<file path="config.mk">
export PLATFORM = sky130hd
export DESIGN_NAME = multicycle_fsm
export DESIGN_NICKNAME = d
export VERILOG_FILES = /design/src/rtl/multicycle_fsm_pkg.sv /design/src/rtl/retire_counter.sv /design/src/rtl/multicycle_fsm.sv
export SDC_FILE = /design/constraint.sdc
export NUM_CORES = 1
export LEC_CHECK = 0
export ABC_AREA = 1
export BUFFER_PORTS_ARGS = -buffer_cell sky130_fd_sc_hd__buf_2
export CORE_MARGIN = 4
export CORE_UTILIZATION = 56
export CTS_BUF_LIST = sky130_fd_sc_hd__clkbuf_4
export CTS_CLUSTER_DIAMETER = 30
export DETAILED_ROUTE_END_ITERATION = 12
export GPL_ROUTABILITY_DRIVEN = 1
export PLACE_DENSITY_LB_ADDON = 0.3
export SLEW_MARGIN = 10
export SYNTH_ARGS = -nofsm -noshare
export SYNTH_HDL_FRONTEND = slang
export SYNTH_SLANG_ARGS = --single-unit
</file>
<file path="constraint.sdc">
create_clock -name clk -period 1.9 [get_ports clk]
set_clock_uncertainty 0.15 [all_clocks]
set_input_delay 0.095 -clock clk [delete_from_list [all_inputs] [get_ports clk]]
set_output_delay 0.095 -clock clk [all_outputs]
set_load 0.01 [all_outputs]
</file>
<file path="src/rtl/multicycle_fsm_pkg.sv">
// ============================================================================
// Module   : multicycle_fsm_pkg
// Brief    : Shared state, opcode, mux-select codes and control decode.
// Revision : 1.0
// ============================================================================
`default_nettype none

package multicycle_fsm_pkg;

    typedef enum logic [3:0] {
        S_FETCH    = 4'd0,
        S_DECODE   = 4'd1,
        S_MEMADR   = 4'd2,
        S_MEMREAD  = 4'd3,
        S_MEMWB    = 4'd4,
        S_MEMWRITE = 4'd5,
        S_EXECR    = 4'd6,
        S_EXECI    = 4'd7,
        S_ALUWB    = 4'd8,
        S_BRANCH   = 4'd9
    } state_t;

    localparam logic [1:0] c_OP_DP  = 2'b00;
    localparam logic [1:0] c_OP_MEM = 2'b01;
    localparam logic [1:0] c_OP_BR  = 2'b10;
    localparam logic [1:0] c_OP_ILL = 2'b11;

    localparam int c_FUNCT_I = 5;
    localparam int c_FUNCT_L = 0;

    localparam logic [1:0] c_SRCB_REG  = 2'b00;
    localparam logic [1:0] c_SRCB_IMM  = 2'b01;
    localparam logic [1:0] c_SRCB_FOUR = 2'b10;

    localparam logic [1:0] c_RES_ALUOUT = 2'b00;
    localparam logic [1:0] c_RES_DATA   = 2'b01;
    localparam logic [1:0] c_RES_ALU    = 2'b10;

    // fetch/decode/retire_rdy are qualifiers combined with live inputs in the top.
    typedef struct packed {
        logic       mem_req;
        logic       adr_src;
        logic       alu_src_a;
        logic       alu_op;
        logic       reg_w;
        logic       mem_w;
        logic       branch;
        logic [1:0] alu_src_b;
        logic [1:0] result_src;
        logic       fetch;
        logic       decode;
        logic       retire;
        logic       retire_rdy;
    } ctrl_t;

    function automatic ctrl_t decode_ctrl(input state_t s);
        ctrl_t c;
        c = '0;
        case (s)
            S_FETCH: begin
                c.mem_req    = 1'b1;
                c.alu_src_a  = 1'b1;
                c.alu_src_b  = c_SRCB_FOUR;
                c.result_src = c_RES_ALU;
                c.fetch      = 1'b1;
            end
            S_DECODE: begin
                c.alu_src_a  = 1'b1;
                c.alu_src_b  = c_SRCB_FOUR;
                c.result_src = c_RES_ALU;
                c.decode     = 1'b1;
            end
            S_MEMADR: begin
                c.alu_src_b  = c_SRCB_IMM;
            end
            S_MEMREAD: begin
                c.mem_req    = 1'b1;
                c.adr_src    = 1'b1;
                c.result_src = c_RES_ALUOUT;
            end
            S_MEMWB: begin
                c.result_src = c_RES_DATA;
                c.reg_w      = 1'b1;
                c.retire     = 1'b1;
            end
            S_MEMWRITE: begin
                c.mem_req    = 1'b1;
                c.adr_src    = 1'b1;
                c.mem_w      = 1'b1;
                c.result_src = c_RES_ALUOUT;
                c.retire_rdy = 1'b1;
            end
            S_EXECR: begin
                c.alu_src_b  = c_SRCB_REG;
                c.alu_op     = 1'b1;
            end
            S_EXECI: begin
                c.alu_src_b  = c_SRCB_IMM;
                c.alu_op     = 1'b1;
            end
            S_ALUWB: begin
                c.result_src = c_RES_ALUOUT;
                c.reg_w      = 1'b1;
                c.retire     = 1'b1;
            end
            S_BRANCH: begin
                c.alu_src_b  = c_SRCB_IMM;
                c.result_src = c_RES_ALU;
                c.branch     = 1'b1;
                c.retire     = 1'b1;
            end
            default: ;
        endcase
        return c;
    endfunction

endpackage

`default_nettype wire

</file>
<file path="src/rtl/retire_counter.sv">
// ============================================================================
// Module   : retire_counter
// Brief    : 32-bit free-running count of retired instructions, wraps to 0.
// Revision : 1.0
// ============================================================================
`default_nettype none

module retire_counter (
    input  logic        clk,
    input  logic        rst_n,
    input  logic        inc,
    output logic [31:0] count
);

    logic [31:0] count_q;
    logic [31:0] count_d;

    always_comb begin
        count_d = count_q;
        if (inc) begin
            count_d = count_q + 32'd1;
        end
    end

    always_ff @(posedge clk or negedge rst_n) begin
        if (!rst_n) begin
            count_q <= 32'd0;
        end else begin
            count_q <= count_d;
        end
    end

    assign count = count_q;

endmodule

`default_nettype wire

</file>
<file path="src/rtl/multicycle_fsm.sv">
// ============================================================================
// Module   : multicycle_fsm
// Brief    : Multicycle processor control FSM with retirement counter.
// Revision : 1.0
// ============================================================================
`default_nettype none

module multicycle_fsm
    import multicycle_fsm_pkg::*;
(
    input  logic        clk,
    input  logic        rst_n,
    input  logic [1:0]  Op,
    input  logic [5:0]  Funct,
    input  logic        mem_ready,
    output logic        mem_req,
    output logic        IRWrite,
    output logic        NextPC,
    output logic        RegW,
    output logic        MemW,
    output logic        Branch,
    output logic        AdrSrc,
    output logic        ALUSrcA,
    output logic        ALUOp,
    output logic [1:0]  ALUSrcB,
    output logic [1:0]  ResultSrc,
    output logic [31:0] retire_cnt,
    output logic        retire
);

    state_t state_q;
    state_t state_d;
    ctrl_t  ctrl_q;
    ctrl_t  ctrl_d;
    ctrl_t  w_ctrl;
    logic   w_retire;
    logic   unused_funct;

    assign unused_funct = ^Funct[4:1];

    always_comb begin
        state_d = state_q;
        case (state_q)
            S_FETCH: begin
                if (mem_ready) begin
                    state_d = S_DECODE;
                end
            end
            S_DECODE: begin
                case (Op)
                    c_OP_MEM: state_d = S_MEMADR;
                    c_OP_DP:  state_d = Funct[c_FUNCT_I] ? S_EXECI : S_EXECR;
                    c_OP_BR:  state_d = S_BRANCH;
                    default:  state_d = S_FETCH;
                endcase
            end
            S_MEMADR: begin
                state_d = Funct[c_FUNCT_L] ? S_MEMREAD : S_MEMWRITE;
            end
            S_MEMREAD: begin
                if (mem_ready) begin
                    state_d = S_MEMWB;
                end
            end
            S_MEMWRITE: begin
                if (mem_ready) begin
                    state_d = S_FETCH;
                end
            end
            S_EXECR:  state_d = S_ALUWB;
            S_EXECI:  state_d = S_ALUWB;
            S_MEMWB:  state_d = S_FETCH;
            S_ALUWB:  state_d = S_FETCH;
            S_BRANCH: state_d = S_FETCH;
            default:  state_d = S_FETCH;
        endcase
        ctrl_d = decode_ctrl(state_d);
    end

    // Control word is registered alongside the state it belongs to, so it
    // always matches state_q; reset loads the FETCH word for the first cycle.
    always_ff @(posedge clk or negedge rst_n) begin
        if (!rst_n) begin
            state_q <= S_FETCH;
            ctrl_q  <= decode_ctrl(S_FETCH);
        end else begin
            state_q <= state_d;
            ctrl_q  <= ctrl_d;
        end
    end

    // Outputs are held low for as long as reset is asserted.
    always_comb begin
        w_ctrl = '0;
        if (rst_n) begin
            w_ctrl = ctrl_q;
        end
    end

    assign w_retire = w_ctrl.retire
                    | (w_ctrl.retire_rdy & mem_ready)
                    | (w_ctrl.decode & (Op == c_OP_ILL));

    assign mem_req   = w_ctrl.mem_req;
    assign IRWrite   = w_ctrl.fetch & mem_ready;
    assign NextPC    = w_ctrl.fetch & mem_ready;
    assign RegW      = w_ctrl.reg_w;
    assign MemW      = w_ctrl.mem_w;
    assign Branch    = w_ctrl.branch;
    assign AdrSrc    = w_ctrl.adr_src;
    assign ALUSrcA   = w_ctrl.alu_src_a;
    assign ALUOp     = w_ctrl.alu_op;
    assign ALUSrcB   = w_ctrl.alu_src_b;
    assign ResultSrc = w_ctrl.result_src;
    assign retire    = w_retire;

    retire_counter u_retire_counter (
        .clk   (clk),
        .rst_n (rst_n),
        .inc   (w_retire),
        .count (retire_cnt)
    );

endmodule

`default_nettype wire
</file>
==> run summary <==
largest net degree at the start of global routing -> 23
area post-placement -> 2930 µm²
compound-cell area share of the yosys netlist -> 0.00956
Multi-input gate area -> 1170 µm²
PD cells -> 888 nW/µm²
number of global-route vias before repair -> 2223
xor/xnor cell area share of the yosys netlist -> 0.0732
TritonCTS clock tree -> built
row count -> 24
top-level port count -> 57
drt first pass iters -> 4
Static Leak -> 0.00179 µW
worst r2r dst -> state_q[1]
R2R Path Start -> state_q[1]
PnR worst setup slack -> 89.0 ps
Worst Setup SP -> state_q[1]
Final setup viols -> 0
Finished Layout Cells -> 469
Design Area, Final -> 3200 µm²
slew of the pin with the lowest slew margin -> 343 ps
Yosys reg bits -> 49
crit-path max FO -> 8
clock sinks -> 49
GPL Wtd Cong -> 0.896
main combinational cell family by area after synthesis -> simple AND/OR/NAND/NOR gates
wire per inst -> 11.8 µm
fin. max-slew vios -> 0
ANT cells -> 0
Clk Latency, worst-skew pair -> 370 ps
Slew HR -> 0.770
post-synth cell types -> 26
Max clock buf depth -> 2
Required @ worst endpoint -> 2070 ps
CTS root buf -> clkbuf_4
worst r2r path cells -> 4
fin crit period -> 1810 ps
Max stage delay cell, worst path -> dlygate4sd3_1
antenna-violating nets left -> 0
Die Y -> 76.4 µm
width of the die -> 76.4 µm
pre-CTS setup slack -> 190 ps
ratio of final minimum period to clock period -> 0.953
global-route wire length before repair -> 9.57 mm
Inserted Clock Buffers -> 5
DP HPWL -> 3.93 mm
WHS -> 178 ps
GRT Total Usage -> 0.199
# DRC -> 0
Core Util, Final -> 0.720
DR vias -> 2321
Top delay family on crit path -> buffers and inverters
Peak supply drop -> 680 µV
clock-pin slew on the worst setup and hold paths -> 140 ps
Synth Area in Simple Gates -> 0.351
nets -> 428
Via density -> 4.95
CP Depth -> 4
input/output buffers -> 52
Hold WC Path Type -> in -> async
post-synthesis sequential area ratio -> 0.471
cell breakdown of the critical path -> nor2_4, nand2_2, o211ai_1, dlygate4sd3_1
syn_nets -> 355
placed cell count -> 446
Fill cells -> 345
initial antenna violation count -> 0
Setup Crit Path Kind -> reg -> reg
core box area -> 4440 µm²
total gr overflow -> 0
Gate Count Post-Synth -> 343
Max stage delay on crit path -> 580 ps
Critical Path Start Type -> flip-flop
synthesis warning total -> 0
layout cells sized above 1 -> 0.225
Worst R2R Setup Slack -> 90 ps
Avg Inst Size Synth -> 7.63 µm²
WL final -> 5.52 mm
CP endpoint kind -> flip-flop
mapped cell area -> 2620 µm²
Synth-to-Final Area Change -> 22.3%
Adder-Cell Fraction of Synth Area -> 0.00478
CP arrival -> 1980 ps
Initial Utilization -> 0.589
Die Area -> 5830 µm²
mux share of post-synthesis cell area -> 0
storage element area -> 1230 µm²
outcome -> finished, final reports clean
crit path buf inv count -> 1
1st-iter DRT viols -> 118
end point of the critical path -> state_q[1]
final hold vios -> 0
Clock H-tree levels -> 2
maxcap violations -> 0
Max Clk Rate -> 552 MHz
## how the worst min path moves through the flow
stage,start,endpoint,slack (ps)
2_1_floorplan,rst_n,ctrl_q[0],-350
3_3_place_gp,rst_n,u_retire_counter.count[29],-200
3_5_place_dp,rst_n,u_retire_counter.count[29],-200
4_1_cts,rst_n,u_retire_counter.count[12],190
5_1_grt,rst_n,ctrl_q[11],180
6_report,rst_n,ctrl_q[10],180
## final cells by class
type / instances / area share
Sequential cell: 49 / 0.385
Multi-Input combinational cell: 237 / 0.367
Timing Repair Buffer: 72 / 0.136
Inverter: 51 / 0.0598
Clock inverter: 3 / 0.0203
Tap cell: 52 / 0.0203
Clock buffer: 5 / 0.0117
## state kept, by name, summed over array words and instances, names as in the netlist
register / flops
u_retire_counter.count: 32
state_q: 4
ctrl_q: 13
## worst reg2reg max path, stage by stage, from the launching register on
cell,delay [ps]
dfrtp_1,520
nor2_4,190
nand2_2,80
o211ai_1,240
dlygate4sd3_1,580
## what timing repair did
| item | 4_1_cts | 5_1_grt |
|---|---|---|
| setup buffers | 0 | 6 |
| hold buffers | 9 | 0 |
| setup endpoints to repair | 0 | 9 |
| hold endpoints to repair | 62 | 0 |
| resized for setup | 0 | 8 |
## per-layer routing
metal / share of wire / vias to the layer above / global-route usage
met5: 0 / - / 0
met4: 0.020 / 0 / 0.0761
met3: 0.056 / 15 / 0.0556
met2: 0.48 / 66 / 0.330
met1: 0.44 / 1057 / 0.247
li1: - / 1183 / -
## cells by family after synthesis
group | Yosys count
buffers and inverters | 57
flip-flops | 49
adder cells (fa/ha/maj) | 1
XOR/XNOR | 21
AO/OA/AOI/OAI | 4
AND/OR/NAND/NOR | 211
## cell usage in the layout, fill, tap and decap left out, drive strengths merged
cell         Yosys  layout
dlygate4sd3      0       9
xor2             6       6
nand3           17      17
clkbuf           1       5
nand2          119     119
dfstp            4       4
nand4           14      14
dfrtp           45      45
buf              5      63
nand3b           2       2
ha               1       1
nor4             1       1
inv             51      51
o211ai           1       1
nor2            56      56
o21ai            2       2
nor3             2       2
xnor2           15      15
clkinv           0       1
bufinv           0       2
o21bai           1       1
## report_power, final
part           total, µW  internal (µW)  switching (µW)
Combinational        749            296             453
Clock                746            407             339
Sequential          1350           1230             117
## synthesized netlist by cell type (all sizes together)
cell | instances | area share
buf | 5 | 0.016
nand3b | 2 | 0.0057
inv | 51 | 0.073
ha | 1 | 0.0048
xor2 | 6 | 0.020
o21ai | 2 | 0.0038
nor3 | 2 | 0.0057
o211ai | 1 | 0.0029
nand3 | 17 | 0.033
nor2 | 56 | 0.098
nor4 | 1 | 0.0024
o21bai | 1 | 0.0029
nand4 | 14 | 0.033
nand2 | 119 | 0.17
xnor2 | 15 | 0.053
dfrtp | 45 | 0.43
dfstp | 4 | 0.040
clkbuf | 1 | 0.0014
## stage by stage
stage,TNS (ps),power (µW)
global route,-3.99,3030
CTS,0,2770
detailed placement,0,2000
finish,0,2840
floorplan,0,1800
global placement,0,1970
Note: power is estimated with default switching activity, not from simulation.
